`src/rtl/ranger_pkg.sv`:
```
// Shared types, 27 MHz default timing and width helper for the ultrasonic ranger family.
package ranger_pkg;

    typedef enum logic [2:0] {
        ST_IDLE,
        ST_TRIG,
        ST_WAIT_RISE,
        ST_MEASURE,
        ST_HOLDOFF
    } state_e;

    localparam int DEF_TRIG_CYC    = 270;
    localparam int DEF_CYC_PER_CM  = 1566;
    localparam int DEF_MAX_CM      = 400;
    localparam int DEF_RISE_TO_CYC = 27000;
    localparam int DEF_PERIOD_CYC  = 1620000;
    localparam int DEF_DIST_W      = 9;

    // Bits needed to hold 0..value-1; never returns less than 1.
    function automatic int clog2(input int value);
        int r;
        r = 0;
        while ((64'd1 << r) < 64'(value)) begin
            r = r + 1;
        end
        return (r < 1) ? 1 : r;
    endfunction

endpackage

```
`src/rtl/ranger_sync_edge.sv`:
```
// Two-flop synchroniser for an asynchronous pin plus a delay flop for edge detection.
module ranger_sync_edge (
    input  logic clk,
    input  logic rst_n,
    input  logic async_i,
    output logic sync_o,
    output logic rise_o,
    output logic fall_o
);

    logic meta_q;
    logic sync_q;
    logic dly_q;

    always_ff @(posedge clk or negedge rst_n) begin
        if (!rst_n) begin
            meta_q <= 1'b0;
            sync_q <= 1'b0;
            dly_q  <= 1'b0;
        end else begin
            meta_q <= async_i;
            sync_q <= meta_q;
            dly_q  <= sync_q;
        end
    end

    assign sync_o = sync_q;
    assign rise_o = sync_q & ~dly_q;
    assign fall_o = ~sync_q & dly_q;

endmodule

```
`src/rtl/ultrasonic_ranger.sv`:
```
// HC-SR04-class ranging controller: trigger, echo width in whole cm, timeouts, single/continuous modes.
module ultrasonic_ranger
    import ranger_pkg::*;
#(
    parameter int TRIG_CYC    = DEF_TRIG_CYC,
    parameter int CYC_PER_CM  = DEF_CYC_PER_CM,
    parameter int MAX_CM      = DEF_MAX_CM,
    parameter int RISE_TO_CYC = DEF_RISE_TO_CYC,
    parameter int PERIOD_CYC  = DEF_PERIOD_CYC,
    parameter int DIST_W      = DEF_DIST_W
) (
    input  logic              clk,
    input  logic              rst_n,
    input  logic              start,
    input  logic              continuous,
    input  logic              ech,
    output logic              trig,
    output logic [DIST_W-1:0] dist_cm,
    output logic              dist_valid,
    output logic              timeout,
    output logic              busy
);

    localparam int CYC_MAX = (TRIG_CYC > RISE_TO_CYC) ? TRIG_CYC : RISE_TO_CYC;
    localparam int CYC_W   = clog2(CYC_MAX);
    localparam int SUB_W   = clog2(CYC_PER_CM);
    localparam int PER_W   = clog2(PERIOD_CYC);

    localparam logic [CYC_W-1:0]  TRIG_LAST = CYC_W'(TRIG_CYC - 1);
    localparam logic [CYC_W-1:0]  RISE_LAST = CYC_W'(RISE_TO_CYC - 1);
    localparam logic [SUB_W-1:0]  SUB_LAST  = SUB_W'(CYC_PER_CM - 1);
    localparam logic [PER_W-1:0]  PER_LAST  = PER_W'(PERIOD_CYC - 1);
    localparam logic [DIST_W-1:0] CM_OVF    = DIST_W'(MAX_CM + 1);

    state_e            state_q, state_d;
    logic [CYC_W-1:0]  cyc_q, cyc_d;
    logic [SUB_W-1:0]  sub_q, sub_d;
    logic [PER_W-1:0]  per_q, per_d;
    logic [DIST_W-1:0] cm_q, cm_d, cm_next;
    logic [DIST_W-1:0] dist_q, dist_d;
    logic              trig_q, trig_d;
    logic              valid_q, valid_d;
    logic              tmo_q, tmo_d;
    logic              echo_s, echo_rise, echo_fall;

    ranger_sync_edge u_sync (
        .clk    (clk),
        .rst_n  (rst_n),
        .async_i(ech),
        .sync_o (echo_s),
        .rise_o (echo_rise),
        .fall_o (echo_fall)
    );

    // The fall cycle itself is counted, so the result covers every cycle echo was high.
    assign cm_next = (sub_q == SUB_LAST) ? cm_q + DIST_W'(1) : cm_q;

    always_comb begin
        state_d = state_q;
        cyc_d   = cyc_q;
        sub_d   = sub_q;
        cm_d    = cm_q;
        dist_d  = dist_q;
        trig_d  = 1'b0;
        valid_d = 1'b0;
        tmo_d   = 1'b0;
        per_d   = (per_q == PER_LAST) ? per_q : per_q + PER_W'(1);

        case (state_q)
            ST_IDLE: begin
                per_d = per_q;
                if (start || continuous) begin
                    state_d = ST_TRIG;
                    trig_d  = 1'b1;
                    cyc_d   = '0;
                    per_d   = '0;
                end
            end
            ST_TRIG: begin
                trig_d = 1'b1;
                if (cyc_q == TRIG_LAST) begin
                    state_d = ST_WAIT_RISE;
                    trig_d  = 1'b0;
                    cyc_d   = '0;
                end else begin
                    cyc_d = cyc_q + CYC_W'(1);
                end
            end
            ST_WAIT_RISE: begin
                if (echo_rise) begin
                    state_d = ST_MEASURE;
                    sub_d   = '0;
                    cm_d    = '0;
                end else if (cyc_q == RISE_LAST) begin
                    state_d = ST_HOLDOFF;
                    tmo_d   = 1'b1;
                end else begin
                    cyc_d = cyc_q + CYC_W'(1);
                end
            end
            ST_MEASURE: begin
                sub_d = (sub_q == SUB_LAST) ? '0 : sub_q + SUB_W'(1);
                cm_d  = cm_next;
                if (cm_next == CM_OVF) begin
                    state_d = ST_HOLDOFF;
                    tmo_d   = 1'b1;
                end else if (echo_fall) begin
                    state_d = ST_HOLDOFF;
                    dist_d  = cm_next;
                    valid_d = 1'b1;
                end
            end
            ST_HOLDOFF: begin
                // Continuous mode re-triggers on the exit edge so trigger edges stay PERIOD_CYC apart.
                if (per_q == PER_LAST && !echo_s) begin
                    if (continuous) begin
                        state_d = ST_TRIG;
                        trig_d  = 1'b1;
                        cyc_d   = '0;
                        per_d   = '0;
                    end else begin
                        state_d = ST_IDLE;
                    end
                end
            end
            default: begin
                state_d = ST_IDLE;
            end
        endcase
    end

    always_ff @(posedge clk or negedge rst_n) begin
        if (!rst_n) begin
            state_q <= ST_IDLE;
            cyc_q   <= '0;
            sub_q   <= '0;
            per_q   <= '0;
            cm_q    <= '0;
            dist_q  <= '0;
            trig_q  <= 1'b0;
            valid_q <= 1'b0;
            tmo_q   <= 1'b0;
        end else begin
            state_q <= state_d;
            cyc_q   <= cyc_d;
            sub_q   <= sub_d;
            per_q   <= per_d;
            cm_q    <= cm_d;
            dist_q  <= dist_d;
            trig_q  <= trig_d;
            valid_q <= valid_d;
            tmo_q   <= tmo_d;
        end
    end

    assign trig       = trig_q;
    assign dist_cm    = dist_q;
    assign dist_valid = valid_q;
    assign timeout    = tmo_q;
    assign busy       = (state_q != ST_IDLE);

endmodule
```
`config.mk`:
```
export PLATFORM = sky130hd
export DESIGN_NAME = ultrasonic_ranger
export DESIGN_NICKNAME = d
export VERILOG_FILES = /design/src/rtl/ranger_pkg.sv /design/src/rtl/ranger_sync_edge.sv /design/src/rtl/ultrasonic_ranger.sv
export SDC_FILE = /design/constraint.sdc
export NUM_CORES = 1
export LEC_CHECK = 0
export BUFFER_PORTS_ARGS = -buffer_cell sky130_fd_sc_hd__buf_2
export CORE_MARGIN = 2
export CORE_UTILIZATION = 45
export DETAILED_ROUTE_END_ITERATION = 7
export GPL_TIMING_DRIVEN = 0
export PLACE_DENSITY = 0.66
export SYNTH_ARGS = -nofsm -noshare
export SYNTH_HDL_FRONTEND = slang
export SYNTH_SLANG_ARGS = --single-unit
```
`constraint.sdc`:
```
create_clock -name clk -period 3.4 [get_ports clk]
set_input_delay 0.51 -clock clk [delete_from_list [all_inputs] [get_ports clk]]
set_output_delay 0.51 -clock clk [all_outputs]
set_load 0.005 [all_outputs]
```
Yosys cells after proc, flatten, opt, wreduce, memory -nomap -nowiden
Cells that the tools add are included.
{"block": "op_classes", "muxes": 39, "reduce_logical": 11, "n_addsub": 4, "n_eq_ne": 18, "bitwise": 5}
{"cell": "$mux W15", "count": 6}
{"cell": "$mux W21", "count": 4}
{"cell": "$pmux W15 S4", "count": 1}
{"cell": "$pmux W21 S2", "count": 1}
{"cell": "$mux W11", "count": 2}
{"cell": "$pmux W11 S2", "count": 1}
{"cell": "$add A21 B1 Y21 const B", "count": 1}
{"cell": "$eq A21 B21 Y1 const B", "count": 1}
{"cell": "$mux W3", "count": 7}
{"cell": "$mux W9", "count": 2}
{"cell": "$pmux W9 S2", "count": 1}
{"cell": "$add A15 B1 Y15 const B", "count": 1}
{"cell": "$eq A15 B15 Y1 const B", "count": 1}
{"cell": "$eq A15 B9 Y1 const B", "count": 1}
{"cell": "$pmux W3 S5", "count": 1}
{"cell": "$ne A2 B2 Y1 const B", "count": 7}
{"cell": "$add A11 B1 Y11 const B", "count": 1}
{"cell": "$eq A11 B11 Y1 const B", "count": 1}
{"cell": "$mux W1", "count": 11}
{"cell": "$add A9 B1 Y9 const B", "count": 1}
{"cell": "$eq A9 B9 Y1 const B", "count": 1}
{"cell": "$eq A3 B2 Y1 const B", "count": 2}
{"cell": "$ne A3 B3 Y1 const B", "count": 2}
{"cell": "$reduce_and A6 Y1", "count": 1}
{"cell": "other kinds (16)", "count": 19}
{"block": "totals", "output_inout_bits": 13, "word_cells": 89, "regBits": 74, "in_bits": 5}

Depth between registers and ports, before layout
Gate-level depths: netlist (run 1).
{"block": "logic_depth", "ltp_word": 5, "ltp_mapped": 9, "mapped_depth_nobuf": 8}

Modules after synthesis
Synthesis (run 1) repeated with hierarchy kept, for this count alone.
{"block": "hier_totals", "hier_cells": 450, "hier_area_um2": 4116.4}
{"mod": "ultrasonic_ranger", "area_per_inst_um2": 4026.4, "n_inst": 1, "seq_area_each_um2": 1776.7, "cells_each": 445}
{"mod": "ranger_sync_edge", "area_per_inst_um2": 90.1, "n_inst": 1, "seq_area_each_um2": 75.1, "cells_each": 5}

Worst setup path before layout (run 1)
OpenSTA, ideal clock, no wires.
{"block": "synth_path", "path_type": "register -> register", "from": "reg sub_q[0]", "to": "reg state_q[1]", "slack_ns": 1.120, "arrival_ns": 2.149, "n_path_buf": 0, "required_time_ns": 3.268, "setup_ns": 0.132, "stages_incl_launch_ff": 8, "period_less_slack_ns": 2.280, "cell_sequence": "dfrtp_1 > ha_1 > and2_2 > and3_4 > or4_4 > a21oi_2 > a211oi_1 > or3b_1"}
{"block": "synth_between", "elab_chain_len": 5, "word_cells_on_any_way": 7, "cone_classes": "3 x eq/ne; 3 x mux; 1 x reduce/logical"}
{"item": "from (decl)", "line": "ultrasonic_ranger.sv:37", "text": "logic [SUB_W-1:0] sub_q, sub_d;"}
{"item": "from (signal assigned)", "line": "ultrasonic_ranger.sv:146", "text": "sub_q <= sub_d;"}
{"item": "$eq A11 B11 Y1 (*)", "line": "ultrasonic_ranger.sv:56", "text": "assign cm_next = (sub_q == SUB_LAST) ? cm_q + DIST_W'(1) : cm_q;"}
{"item": "$mux W9 (*)", "line": "ultrasonic_ranger.sv:56"}
{"item": "$eq A9 B9 Y1 (*)", "line": "ultrasonic_ranger.sv:104", "text": "if (cm_next == CM_OVF) begin"}
{"item": "$ne A3 B3 Y1 (no source line) or $mux W3 (tied branches)"}
{"item": "$reduce_and A5 Y1 (no source line) or $pmux W3 S5 (tied branches)"}
{"item": "to (signal assigned)", "line": "ultrasonic_ranger.sv:144", "text": "state_q <= state_d;"}
{"item": "to (decl)", "line": "ultrasonic_ranger.sv:35", "text": "state_e state_q, state_d;"}
Mark *: on every way between the ends. The rest lies on a longest branch, timed or not.
A chain may end at the register's enable or synchronous reset.

Final worst setup path (run 1)
{"block": "layout_path", "from": "reg cyc_q[1]", "to": "reg cyc_q[2]"}
{"block": "layout_between", "elab_chain_len": 4, "word_cells_on_any_way": 9, "cone_classes": "1 x add/sub; 3 x eq/ne; 4 x mux; 1 x reduce/logical"}
{"item": "from (decl)", "line": "ultrasonic_ranger.sv:36", "text": "logic [CYC_W-1:0] cyc_q, cyc_d;"}
{"item": "from (signal assigned)", "line": "ultrasonic_ranger.sv:145", "text": "cyc_q <= cyc_d;"}
{"item": "$add A15 B1 Y15", "line": "ultrasonic_ranger.sv:86, ultrasonic_ranger.sv:98"}
{"item": "$mux W15", "line": "ultrasonic_ranger.sv:94", "text": "end else if (cyc_q == RISE_LAST) begin"}
{"item": "$mux W15", "line": "ultrasonic_ranger.sv:90", "text": "if (echo_rise) begin"}
{"item": "$pmux W15 S4", "line": "ultrasonic_ranger.sv:69", "text": "case (state_q)"}
Parallel ways exist; a longest one is shown, timed or not. The select of a mux whose other input is x is not followed.

==> metrics.md, run 1 <==
| Metric | Value |
|---|---|
| Outcome | `finished, final reports clean` |
| Gr usage total | `19.1%` |
| CP required | `3600 ps` |
| Stages on worst setup path | `8` |
| First-pass GRT wire length | `15400 um` |
| Area Overhead vs Synth | `11.9%` |
| Buf+Inv Stages, Crit Path | `2` |
| CTS sink cnt | `74` |
| Number of DRC markers in iteration 0 | `137` |
| WL/cell | `around 15 um` |
| Synth area leader | `dfrtp_1` |
| Crit-path leading delay family | `compound AO/OA/AOI/OAI gates` |
| Critical Path AT | `2930 ps` |
| DRC Markers | `0` |
| Max Cap Viol | `0` |
| CP Cell Sequence | `inv_1, ha_1, nor4b_1, nand4_1, a21oi_1, or2_1, clkbuf_1, o21ai_0` |
| GR Layer Usage met3 | `4.50%` |
| YS warnings | `0` |
| Share of layout cells above drive strength 1 | `9.26%` |
| Die Wd | `a little under 100 um` |
| Vias per cell | `slightly below 6` |
| Number of global-route vias before repair | `about 3200` |
| Die area | `between 9000 and 10000 sq um` |
| Netlist Area Pre-Place | `between 4000 and 5000 sq um` |
| End of the worst register-to-register path | `cyc_q[2]$_DFFE_PN0P_` |
| Fin. max-slew vios | `0` |
| Diode count | `0` |
| FFs w/ async S/R, synth | `100%` |
| Worst Setup Start Kind | `flop` |
| Worst hold-check path type | `input port to asynchronous set/reset pin` |
| GR Util met1 | `between 20% and 30%` |
| Flop-to-flop setup slack | `680 ps` |
| Post-layout min period | `about 2700 ps` |
| GPL Wtd Cong | `roughly 0.84` |
| Starting Density | `46.6%` |
| Final Hold Violating Endpoints | `0` |
| Ranking of synthesized cells by area | `dfrtp_1 (45%), o21ai_0 (5.4%), nor2_1 (5.0%), nand2_1 (4.0%), xnor2_1 (3.6%)` |
| Fillcell total | `818` |
| Vias | `about 3400` |
| Busiest grt layer | `met2` |
| CTS resizes | `0` |
| Seq/Total Area, Yosys | `45.4%` |
| Place WS | `767 ps` |
| Least-Margin Pin Slew | `between 800 and 900 ps` |
| Hpwl dp | `5970 um` |
| RSZ-0062 raised after global routing | `no` |
| Post-synth top flop | `dfrtp_1` |
| Seq cells post-synth | `between 70 and 80` |
| Avg Inst Size Synth | `9.25 sq um` |
| Drt first pass iters | `5` |
| Worst vdd ir | `0.000287 V` |
| Final wirelength | `8690 um` |
| Core area | `8760 sq um` |
| Power, Total | `2730 uW` |
| Setup crit start | `cyc_q[1]$_DFFE_PN0P_` |
| CTS H-tree depth | `3` |
| Pwr dens | `roughly 600 nW/um^2` |
| Period utilisation layout | `80.1%` |
| Crit path capture type | `flop` |
| GRT overflow | `0` |
| Cell count after synthesis | `441` |
| Critical Path End | `cyc_q[2]$_DFFE_PN0P_` |
| Crit path max fanout | `10` |
| R2R cell count | `8` |
| Max Freq | `0.367 GHz` |
| CTS tree | `yes` |
| Die height | `99.2 um` |
| Post-DRT Antenna Nets | `0` |
| Slowest cell on the critical path | `a21oi_1` |
| Postcts setup bufs | `0` |
| Met2 Track Usage GR | `29.5%` |
| Final setup viols | `0` |
| Post-Syn Nets | `roughly 450` |
| Most common cell in the netlist | `dfrtp_1` |
| Post-synth top cells | `dfrtp_1 (74), nor2_1 (54), o21ai_0 (44), nand2_1 (43), nand3_1 (22)` |
| PortBufs | `17` |
| EDFF count, synth | `0` |
| Top-area cell type share of the netlist area | `45.4%` |
| Fin worst setup slack | `just under 700 ps` |
| Critical path class | `flop to flop` |
| Setup Skew | `8.12 ps` |
| Yosys cell types | `57` |
| Cell row count | `34` |
| Initial antenna violation count | `0` |
| Setup TNS | `0 ps` |
| Slew margin rel. | `42.0%` |
| Worst-Skew Late Latency | `350 ps` |
| Hold Buf Count CTS | `0` |
| Leakage power | `0.00197 uW` |
| Clock-pin slew on the worst setup and hold paths | `~80 ps` |
| Reg-to-reg startpoint | `cyc_q[1]$_DFFE_PN0P_` |
| Root buf cell | `clkbuf_8` |
| Fin nets | `slightly below 500` |
| # IOs | `18` |
| CP max stage delay | `~620 ps` |
| CTS Buf Count | `9` |
| Largest net degree at the start of global routing | `46` |
| CTS max path bufs | `2` |
==> where the power goes <==
part / leakage [uW] / internal [uW] / switching (uW)
Clock: 0.000114 / 487 / 335
Combinational: 0.000853 / 296 / 557
Sequential: 0.00101 / 973 / 78.8
Total: 0.00197 / 1760 / 971
==> worst reg2reg max path, stage by stage, from the launching register on <==
cell,delay [ps]
dfrtp_1,420
inv_1,70
ha_1,140
nor4b_1,250
nand4_1,190
a21oi_1,620
or2_1,270
clkbuf_1,430
o21ai_0,190
==> layer usage <==
metal  routed length [um]  vias to the layer above
met5                    0                        -
met4                   77                        0
met3                  343                        5
met2                 4060                       61
met1                 4210                     1648
li1                     -                     1646
==> final cells by class <==
type	count	area (sq um)	share of cell area (%)
multi-input combinational	341	2130	46.7
sequential	74	1850	40.6
tap	108	135	2.96
clock buffer	11	131	2.88
timing repair buffer	18	115	2.52
clock inverter	5	103	2.25
buffer	19	72.6	1.59
inverter	7	26.3	0.575
==> logic make-up after synthesis <==
| logic type | Yosys count | synth area share (%) |
|---|---|---|
| flip-flops | 74 | 45.4 |
| buffers and inverters | 26 | 2.42 |
| AND/OR/NAND/NOR | 199 | 25.8 |
| XOR/XNOR | 28 | 6.47 |
| multiplexers | 10 | 2.67 |
| AO/OA/AOI/OAI | 98 | 15.4 |
| adder cells (fa/ha/maj) | 6 | 1.84 |
==> sequential cells by signal (all words and copies together), names as in the netlist <==
name           count
u_sync.meta_q      1
dist_valid         1
u_sync.dly_q       1
dist_cm            9
u_sync.sync_o      1
cyc_q             15
cm_q               9
timeout            1
sub_q             11
per_q             21
trig               1
state_q            3
==> metrics by stage <==
stage / instances / util (%) / hold slack [ps] / area [sq um]
finish: 583 / 52.1 / 78.7 / 4570
global route: 583 / 52.1 / 93.9 / 4570
CTS: 583 / 52.1 / 92.1 / 4570
detailed placement: 567 / 49.4 / 341 / 4330
global placement: 566 / 49.1 / 343 / 4300
floorplan: 441 / - / 214 / 4080
==> cells in the final DEF, fill, tap and decap left out, types with 8 or more instances in the layout <==
cell | netlist | final
dfrtp_1 | 74 | 74
nor2_1 | 54 | 54
o21ai_0 | 44 | 44
nand2_1 | 43 | 43
nand3_1 | 22 | 22
clkbuf_1 | 17 | 19
buf_2 | 1 | 17
xnor2_1 | 17 | 17
o31ai_1 | 13 | 13
and3_1 | 11 | 11
xor2_1 | 10 | 10
clkbuf_8 | 0 | 9
nor3_1 | 8 | 8
nand4_1 | 8 | 8
a31oi_1 | 8 | 8
==> worst min-delay path by stage <==
| stage | slack, ps | end | start |
|---|---|---|---|
| 6_report | 80 | per_q[16]$_DFFE_PN0N_ | rst_n |
| 5_1_grt | 90 | per_q[18]$_DFFE_PN0N_ | rst_n |
| 4_1_cts | 90 | per_q[18]$_DFFE_PN0N_ | rst_n |
| 3_5_place_dp | 340 | u_sync.sync_o$_DFF_PN0_ | u_sync.meta_q$_DFF_PN0_ |
| 3_3_place_gp | 340 | u_sync.sync_o$_DFF_PN0_ | u_sync.meta_q$_DFF_PN0_ |
| 2_1_floorplan | 210 | cm_q[0]$_DFFE_PN0P_ | rst_n |
(Power assumes the default switching activity.)
==> run 2, diff against run 1 <==
==> constraint.sdc (replaced) <==
create_clock -name clk -period 2.7 [get_ports clk]
set_input_delay 0.405 -clock clk [delete_from_list [all_inputs] [get_ports clk]]
set_output_delay 0.405 -clock clk [all_outputs]
set_load 0.005 [all_outputs]
==> run 2 against run 1 <==
Worst setup slack worse by 400 ps. Clock power is 25% higher. Global-route usage hardly changed. Largest power group unchanged.
==> metrics.md, run 2 (synthesized netlist as in run 1, its figures left out) <==
| Metric | Value |
|---|---|
| Combinational power share | `around a third` |
| Crit path capture type | `flop` |
| Worst-Skew Late Latency | `340 ps` |
| Crit path max fanout | `8` |
| Critical path class | `flop to flop` |
| # IOs | `18` |
| Most frequent cells in the layout | `dfrtp_1 (74), nor2_1 (54), o21ai_0 (44)` |
| CTS max path bufs | `2` |
| Number of DRC markers in iteration 0 | `between 100 and 150` |
| Fillcell total | `812` |
| Final Util | `52.6%` |
| Hold Crit Depth | `1` |
| Period utilisation layout | `89.9%` |
| Setup Skew | `about 7.6 ps` |
| Cell area after layout | `roughly 4600 sq um` |
| Max Cap Viol | `0` |
| Die area | `9850 sq um` |
| Fin. max-slew vios | `0` |
| Worst Setup Start Kind | `flop` |
| Hpwl dp | `5970 um` |
| CTS Buf Count | `9` |
| Largest net degree at the start of global routing | `46` |
| Net switching power | `~1200 uW` |
| Pwr dens | `751 nW/um^2` |
| Core area | `8760 sq um` |
| Setup TNS | `0 ps` |
| DRC Markers | `0` |
| Share of layout cells above drive strength 1 | `10.6%` |
| Post-DRT Antenna Nets | `0` |
| Max reg flops | `21` |
| Clock-pin slew on the worst setup and hold paths | `around 80 ps` |
| Initial antenna violation count | `0` |
| CP Cell Sequence | `nor4_1, nand4b_1, buf_4, o2111ai_1, nor3_1, xnor2_1, nor2_1` |
| RSZ-0062 raised after global routing | `no` |
| Fin nets | `between 400 and 500` |
| Leakage power | `0.00200 uW` |
| Crit-path leading delay family | `simple AND/OR/NAND/NOR gates` |
| Worst vdd ir | `0.000357 V` |
| Drt first pass iters | `5` |
| CP max stage delay | `between 600 and 700 ps` |
| Slew margin rel. | `42.4%` |
| First-pass GRT wire length | `approximately 15000 um` |
| Die height | `99.2 um` |
| Place WS | `67.4 ps` |
| Worst hold-check path type | `input port to flop` |
| DP Area | `roughly 4300 sq um` |
| Clock Power Share | `29.9%` |
| CTS tree | `yes` |
| Root buf cell | `clkbuf_8` |
| Critical Path AT | `between 2000 and 3000 ps` |
| Fin worst setup slack | `272 ps` |
| Outcome | `finished, final reports clean` |
| Cell row count | `34` |
| Area Overhead vs Synth | `13.0%` |
| Sw frac | `a little over a third` |
| CTS sink cnt | `74` |
| Slowest cell on the critical path | `o2111ai_1` |
| Number of global-route vias before repair | `3218` |
| Starting Density | `a little under half` |
| Buf+Inv Stages, Crit Path | `1` |
| Sequential Power Share | `38.3%` |
| Vias | `3386` |
| PortBufs | `17` |
| R2R cell count | `7` |
| Vias per cell | `5.76` |
| Internal Pwr Total | `around 2200 uW` |
| Least-Margin Pin Slew | `863 ps` |
| Final wirelength | `8700 um` |
| Largest regs | `per_q x21, cyc_q x15, sub_q x11` |
| Max Freq | `0.412 GHz` |
| Hold WS | `168 ps` |
| Gr usage total | `19.2%` |
| Stages on worst setup path | `7` |
| Most flops, register | `per_q` |
| GRT overflow | `0` |
| Most common cell after layout, fill and taps aside | `dfrtp_1` |
| Diode count | `0` |
| WL/cell | `14.8 um` |
| CP required | `2920 ps` |
| Post-layout min period | `roughly 2400 ps` |
| Final setup viols | `0` |
| GPL Wtd Cong | `between 0.8 and 0.9` |
| Die Wd | `between 90 and 100 um` |
| Final Hold Violating Endpoints | `0` |
| CTS H-tree depth | `3` |
-- run 2: changes by cell type in the layout (fill, tap and decap cells not counted), sizes merged --
cell / previous run / this run
buf: 20 / 24
dlygate4sd3: 0 / 1
-- run 2: final cells by class --
| type | count | area [sq um] | area share [%] |
|---|---|---|---|
| multi-input cells | 341 | 2130 | 46.3 |
| flip-flops and latches | 74 | 1850 | 40.2 |
| repair buffers | 23 | 155 | 3.36 |
| well taps | 108 | 135 | 2.93 |
| clock buffers | 11 | 131 | 2.85 |
| clock inverters | 5 | 103 | 2.22 |
| plain buffers | 19 | 75.1 | 1.63 |
| inverters | 7 | 26.3 | 0.570 |
-- run 2: power groups by stage --
| stage | Sequential, uW | Combinational, uW | Clock (uW) |
|---|---|---|---|
| finish | 1320 | 1100 | 1030 |
| global route | 1350 | 1260 | 1110 |
| CTS | 1320 | 1080 | 1060 |
| detailed placement | 1350 | 1070 | 0 |
| global placement | 1340 | 1050 | 0 |
| floorplan | 1330 | 763 | 0 |
-- run 2: worst paths after layout --
kind	startpoint	to	slack [ps]
max	per_q[9]$_DFFE_PN0N_	per_q[18]$_DFFE_PN0N_	270
min	ech	u_sync.meta_q$_DFF_PN0_	170
max reg2reg	per_q[9]$_DFFE_PN0N_	per_q[18]$_DFFE_PN0N_	270
min reg2reg	u_sync.meta_q$_DFF_PN0_	u_sync.sync_o$_DFF_PN0_	360
max in group asynchronous	rst_n	dist_cm[3]$_DFFE_PN0P_	1620
min in group asynchronous	rst_n	per_q[18]$_DFFE_PN0N_	520
-- run 2: routing by layer --
metal	vias up	wire length [um]	global-route usage [%]
met5	-	0	0
met4	0	78	5.27
met3	6	367	4.50
met2	67	4080	29.7
met1	1660	4170	27.2
li1	1653	-	-
-- run 2: timing repair --
| action | CTS | global route |
|---|---|---|
| setup buffers | 0 | 4 |
| endpoints found under the hold margin | 12 | 0 |
| setup endpoints to repair | 0 | 17 |
| gates resized for setup | 0 | 5 |
| hold buffers | 1 | 0 |
-- run 2: through the flow --
| stage | total power (uW) | cells |
|---|---|---|
| floorplan | 2090 | 441 |
| global placement | 2390 | 566 |
| detailed placement | 2420 | 567 |
| CTS | 3460 | 584 |
| global route | 3720 | 588 |
| finish | 3460 | 588 |
-- run 2: worst reg2reg max path: stages (launching register included) --
cell	delay [ps]
dfrtp_1	430
nor4_1	330
nand4b_1	280
buf_4	220
o2111ai_1	690
nor3_1	130
xnor2_1	180
nor2_1	60
==> run 3, diff against run 2 <==
--- a/config.mk
+++ b/config.mk
@@ -6,7 +6,7 @@
 export NUM_CORES = 1
 export LEC_CHECK = 0
 export BUFFER_PORTS_ARGS = -buffer_cell sky130_fd_sc_hd__buf_2
-export CORE_MARGIN = 2
+export CORE_MARGIN = 3
 export CORE_UTILIZATION = 45
 export DETAILED_ROUTE_END_ITERATION = 7
 export GPL_TIMING_DRIVEN = 0
==> run 3 against run 2 <==
Cell count down 0.51%. Sequential share of layout area up 0.73 points. Worst setup slack worse by 64 ps. Core utilization down 0.94 points. Sequential cell count unchanged. Maximum frequency down 2.6%. Wire length up 0.23%. Critical endpoint is now cyc_q[2]$_DFFE_PN0P_.
==> metrics.md, run 3 (synthesized netlist as in run 1, its figures left out) <==
| Metric | Value |
|---|---|
| Vias | `roughly 3400` |
| CTS max path bufs | `2` |
| Clock-pin slew on the worst setup and hold paths | `80 ps` |
| Slowest cell on the critical path | `dfrtp_1` |
| CTS H-tree depth | `3` |
| Final setup viols | `0` |
| Share of layout cells above drive strength 1 | `10.1%` |
| RSZ-0062 raised after global routing | `no` |
| CTS tree | `yes` |
| Setup TNS | `0 ps` |
| Pwr dens | `~710 nW/um^2` |
| PortBufs | `17` |
| Max reg flops | `21` |
| Hpwl dp | `6020 um` |
| CP max stage delay | `430 ps` |
| Buf+Inv Stages, Crit Path | `2` |
| Setup Skew | `11.5 ps` |
| Final wirelength | `8720 um` |
| Max Cap Viol | `0` |
| Most frequent cells in the layout | `dfrtp_1 (74), nor2_1 (54), o21ai_0 (44)` |
| Diode count | `0` |
| Worst hold-check path type | `input port to flop` |
| CP Cell Sequence | `inv_1, ha_1, nor4b_1, nand4_1, a21oi_2, or2_1, clkbuf_1, o21ai_0` |
| Setup crit start | `cyc_q[1]$_DFFE_PN0P_` |
| R2R cell count | `8` |
| Combinational power share | `between 30% and 40%` |
| Internal Pwr Total | `1980 uW` |
| GPL Wtd Cong | `0.861` |
| Final std cells w/o fill | `between 500 and 600` |
| CP required | `2910 ps` |
| Leakage power | `0.00196 uW` |
| Vias per cell | `roughly 5.7` |
| Die area | `just over 10000 sq um` |
| Worst Setup Start Kind | `flop` |
| Stages on worst setup path | `8` |
| Fillcell total | `818` |
| Min-delay src | `ech` |
| Largest regs | `per_q x21, cyc_q x15, sub_q x11` |
| Root buf cell | `clkbuf_8` |
| Crit path max fanout | `10` |
| CTS Buf Count | `9` |
| Max Freq | `~0.40 GHz` |
| Critical path class | `flop to flop` |
| Crit path capture type | `flop` |
| Crit-path leading delay family | `simple AND/OR/NAND/NOR gates` |
| Placed cell count | `between 500 and 600` |
| Net switching power | `1230 uW` |
| Critical Path AT | `2700 ps` |
| Sw frac | `38.2%` |
| Slew margin rel. | `45.9%` |
| Starting Density | `46.6%` |
| Cell row count | `34` |
| Drt first pass iters | `4` |
| Post-layout min period | `2490 ps` |
| Reg-to-reg startpoint | `cyc_q[1]$_DFFE_PN0P_` |
| Post-DRT Antenna Nets | `0` |
| Area Overhead vs Synth | `11.0%` |
| Gr usage total | `17.9%` |
| Die Wd | `101 um` |
| Clock Power Share | `23.8%` |
| Worst vdd ir | `0.000439 V` |
| DRC Markers | `0` |
| Fin nets | `484` |
| # IOs | `18` |
| Die height | `~100 um` |
| WL/cell | `~15 um` |
| Initial antenna violation count | `0` |
| Fin. max-slew vios | `0` |
| GRT overflow | `0` |
| Outcome | `finished, final reports clean` |
| CTS sink cnt | `74` |
| Most common cell after layout, fill and taps aside | `dfrtp_1` |
| First-pass GRT wire length | `14900 um` |
| Hold Crit Depth | `1` |
| Sequential Power Share | `41.5%` |
| Largest net degree at the start of global routing | `55` |
| Core area | `8760 sq um` |
| Least-Margin Pin Slew | `811 ps` |
| Most flops, register | `per_q` |
| Number of global-route vias before repair | `roughly 3200` |
| Worst-Skew Late Latency | `350 ps` |
| Final Hold Violating Endpoints | `0` |
| Period utilisation layout | `92.3%` |
| Number of DRC markers in iteration 0 | `120` |
[run 3: cell types whose count changed in the layout (fill, tap and decap cells not counted), sizes merged]
cell	previous run	this run
bufinv	3	0
clkinv	1	4
buf	24	22
clkbuf	28	27
[run 3: path summary, 6_finish.rpt]
path / end / slack, ps
max: cyc_q[2]$_DFFE_PN0P_ / 210
min: u_sync.meta_q$_DFF_PN0_ / 170
max reg2reg: cyc_q[2]$_DFFE_PN0P_ / 210
min reg2reg: u_sync.sync_o$_DFF_PN0_ / 380
max in group asynchronous: cyc_q[12]$_DFFE_PN0P_ / 1650
min in group asynchronous: per_q[17]$_DFFE_PN0N_ / 490
[run 3: per-stage QoR]
step           worst slack, ps  hold slack, ps  util, %  area (sq um)  total power [uW]
3_3_place_gp              49.7             373     49.1          4300              2390
2_1_floorplan              420             109        -          4080              2090
6_report                   208             169     51.7          4530              3210
5_1_grt                  0.634             157     51.7          4530              3440
4_1_cts                  0.210             153     51.5          4510              3200
3_5_place_dp              11.4             324     49.4          4330              2420
[run 3: cell type report]
type / count / area, sq um / area share (%)
buffer: 19 / 72.6 / 1.60
clock buffer: 10 / 138 / 3.04
clock inverter: 5 / 31.3 / 0.691
inverter: 7 / 26.3 / 0.580
multi-input combinational: 341 / 2130 / 47.1
sequential: 74 / 1850 / 40.9
tap: 108 / 135 / 2.98
timing repair buffer: 21 / 140 / 3.09
[run 3: repair_timing]
| action | in CTS | in global routing |
|---|---|---|
| endpoints found under the hold margin | 20 | 0 |
| resized for setup | 0 | 1 |
| buffers inserted | 0 | 2 |
| setup endpoints to repair | 0 | 15 |
| hold buffers | 1 | 0 |
[run 3: power groups by stage]
stage | Sequential [uW] | Combinational [uW] | Clock, uW
6_report | 1330 | 1120 | 762
5_1_grt | 1340 | 1260 | 836
4_1_cts | 1330 | 1080 | 794
3_5_place_dp | 1350 | 1080 | 0
3_3_place_gp | 1340 | 1040 | 0
2_1_floorplan | 1330 | 763 | 0
[run 3: routing by layer]
layer / up-vias / GRT usage, % / part of all wire, %
met1: 1655 / 25.3 / 49
met2: 46 / 27.8 / 47
li1: 1650 / - / -
met4: 0 / 5.93 / 1.1
met3: 8 / 3.58 / 2.9
met5: - / 0 / 0
